### src/rtl/quad_step_decoder.sv
// Quadrature encoder front end: two-flop synchronizer and glitch filter per channel,
// followed by a Gray-code step/direction decoder with sticky illegal-transition flag.

module quad_step_channel #(
    parameter int unsigned FILTER_LEN = 3
) (
    input  logic clk,
    input  logic reset,
    input  logic enc,
    input  logic bypass,
    output logic filt
);
    localparam logic [3:0] CNT_LAST = 4'(FILTER_LEN - 1);

    logic       s1;
    logic       s2;
    logic [3:0] cnt;

    always_ff @(posedge clk or posedge reset) begin
        if (reset) begin
            s1   <= 1'b0;
            s2   <= 1'b0;
            filt <= 1'b0;
            cnt  <= 4'd0;
        end else begin
            s1 <= enc;
            s2 <= s1;
            // While disarmed the filter follows the synchronizer directly so the
            // resting encoder position is absorbed without being seen as motion.
            if (bypass) begin
                filt <= s2;
                cnt  <= 4'd0;
            end else if (s2 == filt) begin
                cnt <= 4'd0;
            end else if (cnt == CNT_LAST) begin
                filt <= s2;
                cnt  <= 4'd0;
            end else begin
                cnt <= cnt + 4'd1;
            end
        end
    end
endmodule

module quad_step_decoder #(
    parameter int unsigned FILTER_LEN = 3
) (
    input  logic clk,
    input  logic reset,
    input  logic enc_a,
    input  logic enc_b,
    input  logic clr_err,
    output logic on,
    output logic up_down,
    output logic err,
    output logic err_flag
);
    logic       filt_a;
    logic       filt_b;
    logic [1:0] cur;
    logic [1:0] prev;
    logic [1:0] init_cnt;
    logic       init_done;
    logic       armed;
    logic       on_nxt;
    logic       up_nxt;
    logic       err_nxt;

    assign init_done = (init_cnt == 2'd3);
    assign cur       = {filt_a, filt_b};

    quad_step_channel #(.FILTER_LEN(FILTER_LEN)) u_chan_a (
        .clk    (clk),
        .reset  (reset),
        .enc    (enc_a),
        .bypass (~init_done),
        .filt   (filt_a)
    );

    quad_step_channel #(.FILTER_LEN(FILTER_LEN)) u_chan_b (
        .clk    (clk),
        .reset  (reset),
        .enc    (enc_b),
        .bypass (~init_done),
        .filt   (filt_b)
    );

    // Decode masking trails the filter bypass by one cycle so the position loaded
    // during arming has also reached prev before any comparison is allowed to fire.
    always_ff @(posedge clk or posedge reset) begin
        if (reset) begin
            init_cnt <= 2'd0;
            armed    <= 1'b0;
        end else begin
            if (!init_done) begin
                init_cnt <= init_cnt + 2'd1;
            end
            armed <= init_done;
        end
    end

    // Single-bit Gray moves are up exactly when the old A differs from the new B.
    always_comb begin
        on_nxt  = 1'b0;
        up_nxt  = up_down;
        err_nxt = 1'b0;
        if (armed) begin
            if ((cur ^ prev) == 2'b11) begin
                err_nxt = 1'b1;
            end else if (cur != prev) begin
                on_nxt = 1'b1;
                up_nxt = prev[1] ^ cur[0];
            end
        end
    end

    always_ff @(posedge clk or posedge reset) begin
        if (reset) begin
            prev     <= 2'b00;
            on       <= 1'b0;
            up_down  <= 1'b1;
            err      <= 1'b0;
            err_flag <= 1'b0;
        end else begin
            prev     <= cur;
            on       <= on_nxt;
            up_down  <= up_nxt;
            err      <= err_nxt;
            err_flag <= err_nxt | (err_flag & ~clr_err);
        end
    end
endmodule

### config.mk
export PLATFORM = sky130hd
export DESIGN_NAME = quad_step_decoder
export DESIGN_NICKNAME = d
export VERILOG_FILES = /design/src/rtl/quad_step_decoder.sv
export SDC_FILE = /design/constraint.sdc
export NUM_CORES = 1
export LEC_CHECK = 0
export CORE_UTILIZATION = 42
export CTS_CLUSTER_DIAMETER = 100
export DETAILED_ROUTE_END_ITERATION = 8
export HOLD_SLACK_MARGIN = 0.06
export PLACE_DENSITY_LB_ADDON = 0.05
export RECOVER_POWER = 100
export SLEW_MARGIN = 20
export SYNTH_ARGS = -nofsm -noshare
export SYNTH_HDL_FRONTEND = slang
export SYNTH_HIERARCHICAL = 1
export SYNTH_SLANG_ARGS = --single-unit
### constraint.sdc
create_clock -name clk -period 1.84 [get_ports clk]
set_input_delay 0.276 -clock clk [delete_from_list [all_inputs] [get_ports clk]]
set_output_delay 0.276 -clock clk [all_outputs]
set_load 0.02 [all_outputs]
==> impl_metrics.tcl <==
set metrics [dict create \
    rsz0062_at_grt "no" \
    whs_path_depth 0 \
    drive_above_1_share_pct 11.8 \
    numCtsBuffers 3 \
    routedWlPerCell_um 10.5 \
    grt_overflow_total 0 \
    setup_violations 0 \
    cp_num_buf_inv 1 \
    total_power_mw 1.64 \
    tns_ns 0 \
    clock_tree.buffer_depth 2 \
    drv_slew 0 \
    gp_congestion 0.681 \
    post-route-period-util_pct 93.6 \
    min-delay-start "u_chan_a/s1$_DFF_PP0_" \
    first_iter_violations 3 \
    final_nets 98 \
    stdcell_area_mm2 0.00108 \
    crit_path_max_incr_delay_ns 0.60 \
    synthCells 73 \
    seqPwrFrac_pct 46.2 \
    synth.avg_cell_area_um2 12.9 \
    r2r_slack_ns 0.26 \
    grt_pass1_wl_um 2170 \
    worstSetupPathType "reg2out" \
    grt_pass1_vias 510 \
    die_x_um 49.4 \
    dp_hpwl_um 916 \
    end_kind "output pin" \
    place_area_mm2 0.00106 \
    cp.required_ns 1.56 \
    fmax_mhz 581 \
    tightest_slew_ns 0.332 \
    path_clk_slew_ns 0.12 \
    cts.sinks 23 \
    ys_ff_latch 23 \
    grt_max_degree 14 \
    maxCapViolCount 0 \
    r2r_end "up_down$_DFFE_PP1P_" \
    p_comb_share_pct 39.9 \
    hold_end "u_chan_a/s2$_DFF_PP0_" \
    cts_tree "built" \
    p_leak_nw 0.524 \
    ir_worst_vdd_uv 740 \
    syn_to_final_growth_pct 14.4 \
    synth_cell_type_count 15 \
    vias 518 \
    yosysSeqAreaShare_pct 61.1 \
    regArea_um2 577 \
    dr.pass1.iters 2 \
    postCtsSetupBuffers 0 \
    cts_resized 0 \
    core_area_mm2 0.00204 \
    num_antenna_cells 0 \
    std_cell_rows 16 \
    critical-path-top-delay-family "buffers and inverters" \
    multi_input_area_um2 329 \
    dieArea_mm2 0.00244 \
    vias_per_cell 4.63 \
    initial_core_util_pct 46.3 \
    fin_crit_ns 1.72 \
    rr_startpoint "u_chan_b/filt$_DFFE_PP0P_" \
    htreeDepth 1 \
    worstRegToRegCells 5 \
    holdBufCountCts 0 \
    fin_skew_ns 0.000908 \
    ioPinCount 9 \
    n_fill_cell 204 \
    postLayoutCoreUtil_pct 52.9 \
    powerDensity_mw_per_mm2 1520 \
    syn_area_um2 945 \
    sw_frac_of_total_pct 33.2 \
    ant_nets 0 \
    track_usage_pct 12.2 \
    cts-root-buf "clkbuf_4" \
    pwr-share-clk_pct 13.9 \
    final_hold_viol_count 0 \
    worstSetupStartpointType "register" \
    hold_path.class "reg2reg" \
    worstSkewPairLatency_ns 0.30 \
    status "complete, no violations" \
    drc 0 \
    netSwitchingPower_uw 544 \
    wl_um 1180 \
    slew-limit-headroom_pct 77.9 \
    syn_nets 85 \
    internal_power_mw 1.10 \
    fp.dieH_um 49.4 \
    crit_arrival_ns 1.45 \
    ys_warn_count 6 \
    place.port_buffers 8 \
    path_max_fanout 2 \
    antenna_found_initial 0 \
    slowest_stage "clkdlybuf4s50_1" \
    crit_path_start "up_down$_DFFE_PP1P_" \
    cp_cell_sequence "clkdlybuf4s50_1" \
]
==> logic make-up (layout without fill, tap and decap cells) <==
| family | after synthesis | count (layout) | share of synthesized area, % |
|---|---|---|---|
| buffers and inverters | 9 | 21 | 3.58 |
| AND/OR/NAND/NOR | 15 | 15 | 7.95 |
| multiplexers | 4 | 4 | 5.16 |
| XOR/XNOR | 10 | 10 | 9.27 |
| AO/OA/AOI/OAI | 5 | 5 | 3.71 |
| adder cells (fa/ha/maj) | 7 | 7 | 9.27 |
| flip-flops | 23 | 23 | 61.1 |
==> flip-flops by register name (all words and copies together) (netlist names) <==
signal / count
u_chan_a/cnt: 4
u_chan_b/cnt: 4
init_cnt: 2
prev: 2
armed: 1
err: 1
err_flag: 1
on: 1
u_chan_a/filt: 1
u_chan_a/s1: 1
u_chan_a/s2: 1
u_chan_b/filt: 1
u_chan_b/s1: 1
u_chan_b/s2: 1
up_down: 1
==> cell type report <==
type	instances	area share [%]
Tap cell	27	3.12
Multi-Input combinational cell	41	30.4
Clock buffer	3	2.08
Clock inverter	1	0.463
Sequential cell	23	53.4
Timing Repair Buffer	8	7.41
Inverter	9	3.12
==> power groups by stage <==
stage | clock [mW] | sequential (mW) | combinational (mW)
final | 0.228 | 0.757 | 0.655
after global routing | 0.264 | 0.783 | 0.724
after CTS | 0.242 | 0.766 | 0.701
after detailed placement | 0 | 0.778 | 0.700
after global placement | 0 | 0.775 | 0.690
after floorplan | 0 | 0.814 | 0.477
==> metrics by stage <==
| step | hold WS (ns) | setup slack [ns] | instances |
|---|---|---|---|
| after floorplan | 0.0794 | 0.399 | 73 |
| after global placement | 0.334 | 0.354 | 108 |
| after detailed placement | 0.336 | 0.320 | 108 |
| after CTS | 0.256 | 0.100 | 112 |
| after global routing | 0.380 | 0.0445 | 112 |
| final | 0.362 | 0.118 | 112 |
==> cells in the mapped netlist, drive strengths merged <==
library cell	count	share of area, %
and2	2	1.6
mux2	4	5.2
xor2	4	3.7
dfrtp	22	58
a211o	2	1.9
ha	7	9.3
nor2	10	4.0
nand3	2	1.1
xnor2	6	5.6
nor3b	1	1.3
dfstp	1	2.8
a21oi	2	1.1
a21o	1	0.79
inv	9	3.6
==> per-layer routing <==
layer	vias to the layer above	part of all wire [%]	global-route usage, %
met3	2	3.2	3.74
met5	-	0	0
li1	257	-	-
met4	0	1.3	7.14
met2	8	49	19.4
met1	251	46	14.5
==> how the worst max path moves through the flow <==
| stage | endpoint | slack [ns] | depth (start not counted) |
|---|---|---|---|
| floorplan | up_down$_DFFE_PP1P_ | 0.40 | 5 |
| global placement | up_down$_DFFE_PP1P_ | 0.35 | 5 |
| detailed placement | up_down$_DFFE_PP1P_ | 0.32 | 5 |
| CTS | up_down | 0.1 | 1 |
| global route | up_down | 0.04 | 1 |
| finish | up_down | 0.12 | 1 |
==> worst reg2reg max path, stage by stage (launching register included) <==
cell,delay (ns)
dfrtp_1,0.46
xnor2_1,0.22
inv_1,0.07
ha_1,0.20
nor3b_1,0.26
mux2_4,0.33
==> placed cells by master (no fill, tap or decap) <==
master,netlist,final
xnor2_1,6,6
nor3b_1,0,1
ha_1,7,7
dfstp_1,0,1
clkinv_2,0,1
clkbuf_4,0,3
nor2_1,10,10
a21oi_1,2,2
and2_2,2,2
dlygate4sd3_1,0,6
dfrtp_1,22,22
mux2_4,1,1
a211o_1,2,2
clkdlybuf4s50_1,0,2
nand3_1,2,2
inv_1,9,9
xor2_1,4,4
a21o_1,1,1
mux2_2,3,3
(Power assumes the default switching activity.)
